**src/rtl/serial_sub_arbiter.sv**
```systemverilog
// Bit-serial subtractor shared by two requesters through a round-robin front end.
// One operation computes a - b over WIDTH cycles, LSB first, and returns the
// result tagged with the id of the requester that issued it.
module serial_sub_arbiter #(
  parameter int unsigned WIDTH = 8
) (
  input  logic             clk,
  input  logic             rst,
  input  logic             req0,
  input  logic [WIDTH-1:0] a0,
  input  logic [WIDTH-1:0] b0,
  input  logic             req1,
  input  logic [WIDTH-1:0] a1,
  input  logic [WIDTH-1:0] b1,
  output logic             gnt0,
  output logic             gnt1,
  output logic             busy,
  output logic             done,
  output logic             owner,
  output logic [WIDTH-1:0] diff,
  output logic             borrow
);

  localparam int unsigned     CntW    = (WIDTH > 1) ? $clog2(WIDTH) : 1;
  localparam logic [CntW-1:0] CntLast = CntW'(WIDTH - 1);

  typedef enum logic [1:0] {StIdle, StRun, StDone} state_e;

  state_e state_q, state_d;

  logic [WIDTH-1:0] a_sh_q, b_sh_q, res_sh_q, res_next;
  logic [CntW-1:0]  cnt_q;
  logic             bin_q, own_q, last_q;
  logic             start, sel1;
  logic             hs1_d, hs1_b, hs2_d, hs2_b, bout;
  logic             last_bit;

  // Arbitration: only in IDLE; on a tie serve the requester not served last.
  always_comb begin
    start = 1'b0;
    sel1  = 1'b0;
    if (state_q == StIdle && !rst) begin
      start = req0 | req1;
      if (req0 && req1) begin
        sel1 = ~last_q;
      end else begin
        sel1 = req1;
      end
    end
  end

  assign gnt0 = start & ~sel1;
  assign gnt1 = start & sel1;

  // Full subtractor cell: two half subtractors, borrows ORed.
  always_comb begin
    hs1_d = a_sh_q[0] ^ b_sh_q[0];
    hs1_b = ~a_sh_q[0] & b_sh_q[0];
    hs2_d = hs1_d ^ bin_q;
    hs2_b = ~hs1_d & bin_q;
    bout  = hs1_b | hs2_b;
  end

  // New difference bit enters at the MSB end of the result register.
  if (WIDTH == 1) begin : g_res_w1
    assign res_next = hs2_d;
  end else begin : g_res_wn
    assign res_next = {hs2_d, res_sh_q[WIDTH-1:1]};
  end

  assign last_bit = (cnt_q == CntLast);

  // Next-state logic.
  always_comb begin
    state_d = state_q;
    unique case (state_q)
      StIdle:  if (start) state_d = StRun;
      StRun:   if (last_bit) state_d = StDone;
      StDone:  state_d = StIdle;
      default: state_d = StIdle;
    endcase
  end

  // State register.
  always_ff @(posedge clk or posedge rst) begin
    if (rst) begin
      state_q <= StIdle;
    end else begin
      state_q <= state_d;
    end
  end

  // Operand load on grant, one bit per RUN cycle, result publish on the last bit.
  always_ff @(posedge clk or posedge rst) begin
    if (rst) begin
      a_sh_q   <= '0;
      b_sh_q   <= '0;
      res_sh_q <= '0;
      cnt_q    <= '0;
      bin_q    <= 1'b0;
      own_q    <= 1'b0;
      last_q   <= 1'b1;
      diff     <= '0;
      borrow   <= 1'b0;
      owner    <= 1'b0;
    end else if (start) begin
      a_sh_q <= sel1 ? a1 : a0;
      b_sh_q <= sel1 ? b1 : b0;
      bin_q  <= 1'b0;
      cnt_q  <= '0;
      own_q  <= sel1;
      last_q <= sel1;
    end else if (state_q == StRun) begin
      a_sh_q   <= a_sh_q >> 1;
      b_sh_q   <= b_sh_q >> 1;
      res_sh_q <= res_next;
      bin_q    <= bout;
      cnt_q    <= cnt_q + 1'b1;
      if (last_bit) begin
        diff   <= res_next;
        borrow <= bout;
        owner  <= own_q;
      end
    end
  end

  assign busy = (state_q != StIdle);
  assign done = (state_q == StDone);

endmodule

```
**config.mk**
```make
export PLATFORM = sky130hd
export DESIGN_NAME = serial_sub_arbiter
export DESIGN_NICKNAME = d
export VERILOG_FILES = /design/src/rtl/serial_sub_arbiter.sv
export SDC_FILE = /design/constraint.sdc
export NUM_CORES = 1
export LEC_CHECK = 0
export BUFFER_PORTS_ARGS = -buffer_cell sky130_fd_sc_hd__buf_4
export CORE_AREA = 8 8 54 100
export CTS_BUF_LIST = sky130_fd_sc_hd__clkbuf_16
export DETAILED_ROUTE_END_ITERATION = 7
export DIE_AREA = 0 0 62 108
export PLACE_DENSITY = 0.78
export SLEW_MARGIN = 15
export SYNTH_ARGS = -nofsm -noshare
export SYNTH_HDL_FRONTEND = slang
export SYNTH_SLANG_ARGS = --single-unit
```
**constraint.sdc**
```tcl
create_clock -name clk -period 2.2 [get_ports clk]
set_input_delay 0.44 -clock clk [delete_from_list [all_inputs] [get_ports clk]]
set_output_delay 0.44 -clock clk [all_outputs]
set_load 0.02 [all_outputs]
```
== Word-level counts from Yosys, hierarchy flattened ==
Index checks and enable logic that the tools add are counted.
Operators by class
  add/sub/neg operators: 1
  equal/unequal tests: 5
  mux-type cells: 16
  bitwise operators: 13
  reduce and logical (&&, ||, !) cells: 9
Operators with widths (count)
  $mux 8: 6
  $mux 3: 2
  $mux 1: 5
  $not 1->1: 5
  $and 1x1->1: 4
  $mux 2: 2
  $ne 2x2->1 const B: 2
  $pmux 2 s2: 1
  $reduce_and 2->1: 2
  $reduce_bool 2->1: 2
  $add 3x1->3 const B: 1
  $eq 3x3->1 const B: 1
  $reduce_and 3->1: 1
  $eq 2x1->1 const B: 1
  $eq 2x2->1 const B: 1
  $logic_and 1x1->1: 2
  $logic_not 2->1: 1
  $or 1x1->1: 2
  $xor 1x1->1: 2
  $logic_not 1->1: 1
Storage, ports and cells
  bits in registers: 42
  bits of input ports: 36
  output and inout port bits: 14
  word-level logic and storage cells: 55

== Longest topological paths before layout ==
Gate-level depths: netlist of run 1.
  depth after elaboration: 6
  mapped depth: 6
  mapped depth without buffers: 5

== Least setup slack after synthesis of run 1 ==
Ideal clock, no wire load.
  kind: input to output
  start point: in req0
  end point: out gnt1
  arrival: 1.275 ns
  data required time: 1.760 ns
  setup slack: 0.485 ns
  stages: 4
  path buffers: 2
  cells stage by stage: buf_2 a21boi_4 buf_2 and2_1
Between the ends
  word-level cells in the longest chain between the ends: 4
  elaborated cells between the ends (all ways): 6
  those cells by class: mux: 3; bitwise: 2; reduce/logical: 1
RTL lines
  start, declared: RTL line 9  | input logic req0,
  $logic_and 1x1->1: RTL line 44  | if (req0 && req1) begin
  $mux 1: RTL line 44
  $mux 1: RTL line 42  | if (state_q == StIdle && !rst) begin
  $and 1x1->1 (*): RTL line 53  | assign gnt1 = start & sel1;
  end, declared: RTL line 16  | output logic gnt1,
Every way passes the cells marked *; elsewhere a longest branch is shown, timed or not.

== Worst setup path in the final report of run 1 ==
  start point: reg state_q[0]
  end point: out gnt0
Between the ends
  word-level cells in the longest chain between the ends: 5
  elaborated cells between the ends (all ways): 6
  those cells by class: mux: 2; bitwise: 2; reduce/logical: 2
RTL lines
  start, declared: RTL line 29  | state_e state_q, state_d;
  start signal, assigned: RTL line 87  | state_q <= StIdle;
  start signal, assigned: RTL line 89  | state_q <= state_d;
  $logic_not 2->1 (*): RTL line 42
  $logic_and 1x1->1 (*): RTL line 42
  $mux 1: RTL line 42
  $not 1->1: RTL line 52  | assign gnt0 = start & ~sel1;
  $and 1x1->1 (*): RTL line 52
  end, declared: RTL line 15  | output logic gnt0,
Marks and branches as above.

==> flow_summary.json, run 1 <==
{
  "met1_usage": 0.169,
  "dieHeight_um": 108,
  "num_rows": 33,
  "cp_data_arrival_time_ns": 1.52,
  "slowest_delay_ns": 0.48,
  "hp-class": "in2async",
  "whs_ns": 0.216,
  "cts_hold_buf": 0,
  "insertion_delay_ns": 0.28,
  "die-area_mm2": 0.00670,
  "dieWidth_um": 62,
  "crit_path_start_kind": "flip-flop",
  "postRouteAntennaNets": 0,
  "outcome": "finished, final reports clean",
  "tns_ns": 0,
  "dp_cells": 276,
  "met2_usage": 0.271,
  "grt_pass1_wl_mm": 7.98,
  "grt_usage": 0.157,
  "layout-drive-gt1-share": 0.375,
  "drt_iter0_markers": 40,
  "drv_cap": 0,
  "vias": 1647,
  "finalCoreUtilization": 0.651,
  "avgSynthCellArea_um2": 11.4,
  "cts_num_sinks": 41,
  "placed_area_mm2": 0.00252,
  "grt_pass1_vias": 1767,
  "grt_max_degree": 32,
  "skew_ns": 0.00258,
  "use_met3": 0.0309,
  "vdd_drop_max_mv": 0.885,
  "nets": 270,
  "cp_slowest_cell": "dfrtp_1",
  "initial_core_util": 0.507,
  "synthCells": 181,
  "hpwl_mm": 3.60,
  "hold_viol": 0,
  "area_delta_synth_final_pct": 28.4,
  "clkSlewWorstSetupHoldPaths_ns": 0.06,
  "rrSetupSlack_ns": 0.48,
  "seq_area_mm2": 0.00103,
  "period_minus_slack_ns": 1.96,
  "cts-root-buf": "clkbuf_16",
  "yosysMostFrequentCell": "dfrtp_1",
  "p_per_area_mw_per_mm2": 1360,
  "fmax_mhz": 509,
  "drt_wl_total_mm": 4.99,
  "ys_ff_latch": 41,
  "top_usage_layer": "met2",
  "viasPerCell": 5.80,
  "worstPathRequired_ns": 1.76,
  "rsz0062_at_grt": "false",
  "synth_area_leader_cell": "dfrtp_1",
  "critPathMaxFanout": 7,
  "crit_chain": "nor3_4 > and3_1 > buf_4",
  "gr-total-overflow": 0,
  "yosysSeqAreaShare": 0.496,
  "cts.path.max_buffers": 2,
  "synthFlopType": "dfrtp_1",
  "core_mm2": 0.00409,
  "numCtsBuffers": 5,
  "synthArstFlopShare": 1.00,
  "critPathBufInv": 1,
  "fill_cells": 316,
  "syn-cell-area_mm2": 0.00207,
  "grt_antenna_before_repair": 0,
  "crit_family": "simple AND/OR/NAND/NOR gates",
  "yosysWarnings": 0,
  "wl_per_cell_um": 17.6,
  "leakage_uw": 0.00125,
  "end_kind": "primary output",
  "synth_top_area_frac": 0.483,
  "setup_violations": 0,
  "htree_levels": 2,
  "antenna_cells": 0,
  "portBuffers": 49,
  "tightest_slew_ns": 0.568,
  "gp_congestion": 0.823,
  "criticalPathCategory": "reg2out",
  "stdcell_count": 284,
  "ys_types": 32,
  "synthTopCellsByArea": "dfrtp_1 48%, mux2_2 8.7%, mux2i_1 7.7%",
  "period_share": 0.893,
  "cts_resized": 0,
  "stdcell_area_mm2": 0.00266,
  "synth_nets": 220,
  "synth_common_cells": "40 x dfrtp_1, 18 x inv_1, 16 x mux2_2, 16 x mux2i_1",
  "io_pins": 50,
  "slew_headroom": 0.620,
  "tritoncts": "built",
  "multi_input_area_um2": 905,
  "post_cts_buffers": 0,
  "route.detailed.drc": 0,
  "firstDrtPassIters": 4,
  "drv_slew": 0,
  "synth_edf_count": 0
}
-- routing by layer --
layer	wire, um	share of wire
met1	1840	0.37
met2	2720	0.55
met3	280	0.056
met4	150	0.030
met5	0	0
-- final timing paths --
path / startpoint / depth (start not counted) / endpoint
worst min register to register: borrow$_DFFE_PP0P_ / 2 / borrow$_DFFE_PP0P_
worst max-delay path: state_q[0]$_DFFE_PP0P_ / 3 / gnt0
worst max register to register: cnt_q[0]$_DFFE_PP0P_ / 4 / diff[6]$_DFFE_PP0P_
max in group asynchronous: rst / 3 / last_q$_DFFE_PP1P_
min in group clk: b0[7] / 2 / b_sh_q[7]$_DFFE_PP0P_
worst min-delay path: rst / 2 / a_sh_q[5]$_DFFE_PP0P_
-- through the flow --
step           setup slack (ns)  total power (uW)
2_1_floorplan             0.485              2430
3_3_place_gp              0.485              2880
3_5_place_dp              0.440              2920
4_1_cts                   0.237              3640
5_1_grt                   0.172              3860
6_report                  0.235              3610
-- report_power, final --
| part | internal [uW] | switching [uW] |
|---|---|---|
| sequential | 1130 | 227 |
| clock | 415 | 279 |
| combinational | 772 | 784 |
-- registers in the layout, summed over array words and instances (netlist names) --
| name | count |
|---|---|
| a_sh_q | 8 |
| b_sh_q | 8 |
| diff | 8 |
| res_sh_q | 7 |
| cnt_q | 3 |
| state_q | 2 |
| bin_q | 1 |
| borrow | 1 |
| last_q | 1 |
| own_q | 1 |
| owner | 1 |
-- layout make-up --
cell class | count | share of cell area
multi-input cells | 106 | 0.340
repair buffers | 58 | 0.168
flip-flops and latches | 41 | 0.386
inverters | 19 | 0.0268
clock inverters | 3 | 0.00706
well taps | 52 | 0.0245
clock buffers | 5 | 0.0470
-- cell usage in the layout, fill, tap and decap left out --
cell type and n:
and2_1 1, a32oi_1 14, a221o_1 2, or2_2 1
o21bai_2 1, a41oi_1 14, mux2i_1 16, inv_1 19
ha_1 2, clkinvlp_4 2, o21a_1 1, dfrtp_1 40
and3_1 3, nand2b_1 1, nor2b_1 2, buf_4 57
nand3b_1 1, a21oi_1 2, mux2_2 16, a21o_1 2
nand3_1 14, buf_12 1, nand2_1 1, clkbuf_16 5
a211oi_1 1, fa_1 1, dfstp_2 1, inv_2 1
nor3_4 1, nor2_1 6, xnor2_1 1, a21boi_4 1
o21ai_0 1
-- kinds of logic (layout without fill, tap and decap cells) --
kind of cell,Yosys count,in the layout,synth area share
flops,41,41,0.496
buf+inv,34,85,0.0707
compound gates,39,39,0.164
mux,32,32,0.164
xor+xnor,1,1,0.00423
simple gates,31,31,0.0791
fa+ha+maj,3,3,0.0217
Power figures use the tool's default switching activity.
==> run 2: changes to the inputs <==
- CELL_PAD_IN_SITES_DETAIL_PLACEMENT: not set -> 1
- CELL_PAD_IN_SITES_GLOBAL_PLACEMENT: not set -> 2
- CORE_AREA: 8 8 54 100 -> 2 2 59 116
- DIE_AREA: 0 0 62 108 -> 0 0 61 118
- PLACE_DENSITY: 0.78 -> 0.79
==> flow_summary.json, run 2 (synthesis gave the netlist of run 1 again) <==
{
  "setup_violations": 0,
  "rr_worst_depth": 4,
  "skew_ns": 0.00353,
  "combPwrFrac": 0.432,
  "portBuffers": 49,
  "gr-total-overflow": 0,
  "dp_slack_ns": 0.424,
  "multi_input_area_um2": 905,
  "viasPerCell": 5.13,
  "dieHeight_um": 118,
  "criticalPathCategory": "reg2out",
  "p_sw_frac": 0.360,
  "hold_viol": 0,
  "cp_data_arrival_time_ns": 1.49,
  "crit_end": "gnt1",
  "initial_core_util": 0.328,
  "insertion_delay_ns": 0.28,
  "htree_levels": 2,
  "drv_cap": 0,
  "dp_cells": 310,
  "fmax_mhz": 517,
  "drt_iter0_markers": 35,
  "rrSetupSlack_ns": 0.44,
  "cp-startpoint": "state_q[1]$_DFFE_PP0P_",
  "vias": 1625,
  "area_delta_synth_final_pct": 30.1,
  "die-area_mm2": 0.00720,
  "cts_num_sinks": 41,
  "grt_pass1_wl_mm": 8.91,
  "stdcell_count": 317,
  "period_minus_slack_ns": 1.93,
  "postRouteAntennaNets": 0,
  "setup_slack_ns": 0.268,
  "placed_area_mm2": 0.00256,
  "end_kind": "primary output",
  "vdd_drop_max_mv": 0.770,
  "leakage_uw": 0.00125,
  "seqPwrFrac": 0.380,
  "grt_antenna_before_repair": 0,
  "numCtsBuffers": 5,
  "fill_cells": 693,
  "final_cell_mix": "57 x buf_4, 40 x dfrtp_1, 18 x inv_1",
  "io_pins": 50,
  "p_int_uw": 2320,
  "seq_area_mm2": 0.00103,
  "crit_path_start_kind": "flip-flop",
  "tns_ns": 0,
  "post_cts_buffers": 0,
  "critPathMaxFanout": 13,
  "tightest_slew_ns": 0.619,
  "p_per_area_mw_per_mm2": 1340,
  "drv_slew": 0,
  "hpwl_mm": 4.10,
  "tritoncts": "built",
  "rsz0062_at_grt": "false",
  "reg_top3": "a_sh_q x8, b_sh_q x8, diff x8",
  "grt_max_degree": 28,
  "drt_wl_total_mm": 5.41,
  "antenna_cells": 0,
  "r2r-end": "diff[6]$_DFFE_PP0P_",
  "period_share": 0.878,
  "slew_headroom": 0.587,
  "core_mm2": 0.00631,
  "grt_pass1_vias": 1822,
  "worstPathRequired_ns": 1.76,
  "nets": 270,
  "dieWidth_um": 61,
  "cts_resized": 0,
  "firstDrtPassIters": 4,
  "num_rows": 41,
  "cts-root-buf": "clkbuf_16",
  "outcome": "finished, final reports clean",
  "gp_congestion": 0.747,
  "wl_per_cell_um": 17.1,
  "switchingPower_uw": 1300,
  "cts_hold_buf": 0,
  "layout-drive-gt1-share": 0.372,
  "route.detailed.drc": 0,
  "rr_startpoint": "cnt_q[0]$_DFFE_PP0P_",
  "grt_usage": 0.165,
  "layout_commonest_cell": "buf_4",
  "cts.path.max_buffers": 2,
  "stdcell_area_mm2": 0.00270,
  "clkSlewWorstSetupHoldPaths_ns": 0.06,
  "p_clk_frac": 0.188,
  "hp-class": "in2async"
}
run 2: cell types whose count changed in the layout (fill, tap and decap cells not counted), sizes merged:
cell,previous run,this run
clkinvlp,2,1
clkinv,0,1
inv,20,19
run 2: layout make-up:
| class | instances | share of cell area |
|---|---|---|
| Sequential cell | 41 | 0.381 |
| Multi-Input combinational cell | 106 | 0.336 |
| Timing Repair Buffer | 58 | 0.166 |
| Clock buffer | 5 | 0.0464 |
| Tap cell | 86 | 0.0399 |
| Inverter | 19 | 0.0265 |
| Clock inverter | 2 | 0.00418 |
run 2: critical path: stages, from the launching register on:
cell,delay [ns]
dfrtp_1,0.46
nor3_4,0.25
buf_4,0.22
and2_1,0.14
buf_4,0.13
run 2: layer usage:
layer,wire length (um),global-route usage
met1,2010,0.187
met2,3180,0.303
met3,148,0.0242
met4,63,0.0448
met5,0,0
run 2: stage by stage:
| step | power [uW] | hold slack [ns] | util |
|---|---|---|---|
| final | 3620 | 0.275 | 0.427 |
| after global routing | 3880 | 0.329 | 0.427 |
| after CTS | 3680 | 0.293 | 0.427 |
| after detailed placement | 2980 | 0.480 | 0.406 |
| after global placement | 2930 | 0.476 | 0.406 |
| after floorplan | 2430 | 0.459 | - |
run 2: worst min-delay path by stage:
stage / to / cells past startpoint / slack [ns] / from
final: res_sh_q[4]$_DFFE_PP0P_ / 2 / 0.28 / rst
after global routing: res_sh_q[4]$_DFFE_PP0P_ / 2 / 0.33 / rst
after CTS: diff[3]$_DFFE_PP0P_ / 2 / 0.29 / rst
after detailed placement: borrow$_DFFE_PP0P_ / 2 / 0.48 / borrow$_DFFE_PP0P_
after global placement: borrow$_DFFE_PP0P_ / 2 / 0.48 / borrow$_DFFE_PP0P_
after floorplan: own_q$_DFFE_PP0P_ / 2 / 0.46 / own_q$_DFFE_PP0P_
run 2: power groups by stage:
stage                     clock, uW  sequential (uW)  combinational (uW)
final                           680             1370                1570
after global routing            733             1420                1730
after CTS                       704             1380                1590
after detailed placement          0             1390                1580
after global placement            0             1370                1550
after floorplan                   0             1410                1020
==> run 3: changes to the inputs <==
- CORE_AREA: 2 2 59 116 -> 2 2 57 113
- DIE_AREA: 0 0 61 118 -> 0 0 59 115
- PLACE_DENSITY: 0.79 -> 0.83
- clock period: 2.2 -> 2.5 ns (I/O delays scaled with it)
==> flow_summary.json, run 3 (synthesis gave the netlist of run 1 again) <==
{
  "criticalPathCategory": "reg2out",
  "grt_antenna_before_repair": 0,
  "gp_congestion": 0.740,
  "layout-drive-gt1-share": 0.377,
  "tns_ns": 0,
  "dieWidth_um": 59,
  "hpwl_mm": 3.56,
  "period_share": 0.806,
  "route.detailed.drc": 0,
  "nets": 269,
  "final_cell_mix": "57 x buf_4, 40 x dfrtp_1, 18 x inv_1",
  "critPathMaxFanout": 17,
  "crit_family": "flip-flops",
  "drt_wl_total_mm": 5.15,
  "gr-total-overflow": 0,
  "hold_viol": 0,
  "die-area_mm2": 0.00679,
  "multi_input_area_um2": 905,
  "leakage_uw": 0.00125,
  "tritoncts": "built",
  "cts_resized": 0,
  "fill_cells": 647,
  "stdcell_count": 294,
  "io_pins": 50,
  "wl_per_cell_um": 17.5,
  "numCtsBuffers": 5,
  "insertion_delay_ns": 0.29,
  "seq_area_mm2": 0.00103,
  "outcome": "finished, final reports clean",
  "vdd_drop_max_mv": 0.718,
  "htree_levels": 2,
  "path_common_cell": "buf_4",
  "viasPerCell": 5.53,
  "grt_usage": 0.169,
  "p_per_area_mw_per_mm2": 1230,
  "whs_ns": 0.369,
  "grt_pass1_vias": 1743,
  "vias": 1626,
  "crit_chain": "nor3_4 > buf_4 > and2_1 > buf_4",
  "cts_num_sinks": 41,
  "cts.path.max_buffers": 2,
  "portBuffers": 49,
  "drv_slew": 0,
  "critPathBufInv": 2,
  "reg_top3": "a_sh_q x8, b_sh_q x8, diff x8",
  "setup_violations": 0,
  "fmax_mhz": 497,
  "core_mm2": 0.00591,
  "slowest_delay_ns": 0.47,
  "end_kind": "primary output",
  "num_rows": 40,
  "drt_iter0_markers": 50,
  "area_delta_synth_final_pct": 29.4,
  "period_minus_slack_ns": 2.01,
  "dieHeight_um": 115,
  "slew_headroom": 0.601,
  "grt_pass1_wl_mm": 8.54,
  "postRouteAntennaNets": 0,
  "worstPathRequired_ns": 2.00,
  "post_cts_buffers": 0,
  "drv_cap": 0,
  "cts-root-buf": "clkbuf_16",
  "antenna_cells": 0,
  "skew_ns": 0.00549,
  "crit_path_start_kind": "flip-flop",
  "hp-class": "in2async",
  "initial_core_util": 0.351,
  "firstDrtPassIters": 4,
  "layout_commonest_cell": "buf_4",
  "grt_max_degree": 42,
  "cp_slowest_cell": "dfrtp_1",
  "cts_hold_buf": 0,
  "cp_data_arrival_time_ns": 1.51,
  "tightest_slew_ns": 0.598,
  "clkSlewWorstSetupHoldPaths_ns": 0.06,
  "finalCoreUtilization": 0.454,
  "rsz0062_at_grt": "false",
  "dp_cells": 286
}
[run 3: changes by cell type in the layout (fill, tap and decap cells not counted), sizes merged]
cell	before	now
buf	58	57
bufinv	0	1
[run 3: cell type report]
| cell class | count | share of cell area |
|---|---|---|
| clock inverter | 3 | 0.0173 |
| tap | 63 | 0.0294 |
| sequential | 41 | 0.383 |
| clock buffer | 5 | 0.0467 |
| multi-input combinational | 106 | 0.337 |
| timing repair buffer | 57 | 0.160 |
| inverter | 19 | 0.0266 |
[run 3: layer usage]
metal  vias up  track usage  wire (um)
met1       807        0.211       2120
met2        44        0.273       2650
li1        767            -          -
met5         -            0          0
met4         0       0.0636         87
met3         8       0.0450        290
[run 3: worst paths after layout]
check                           cells past startpoint               endpoint                   start  slack (ns)
max in group asynchronous                           3     last_q$_DFFE_PP1P_                     rst        1.75
worst max-delay path                                4                   gnt1  state_q[1]$_DFFE_PP0P_        0.49
worst min register to register                      2      own_q$_DFFE_PP0P_       own_q$_DFFE_PP0P_        0.49
min in group clk                                    2  b_sh_q[7]$_DFFE_PP0P_                   b0[7]        0.44
worst min-delay path                                3   cnt_q[2]$_DFFE_PP0P_                     rst        0.37
worst max register to register                      3    diff[1]$_DFFE_PP0P_  state_q[1]$_DFFE_PP0P_        0.75
[run 3: worst reg2reg max path, stage by stage (launching register included)]
cell and delay, ns:
dfrtp_1 0.47, buf_4 0.23, nand3b_1 0.50, mux2_2 0.44
[run 3: where the power goes]
part,internal [uW],leakage (uW),switching (uW)
registers,996,0.000496,206
clock network,472,0.0000800,268
logic,672,0.000677,695
total,2140,0.00125,1170
[run 3: through the flow]
stage	worst slack, ns	total power [uW]	cell area (um2)
after floorplan	0.665	2140	2070
after global placement	0.682	2530	2510
after detailed placement	0.664	2600	2510
after CTS	0.478	3370	2680
after global routing	0.374	3560	2680
final	0.486	3310	2680
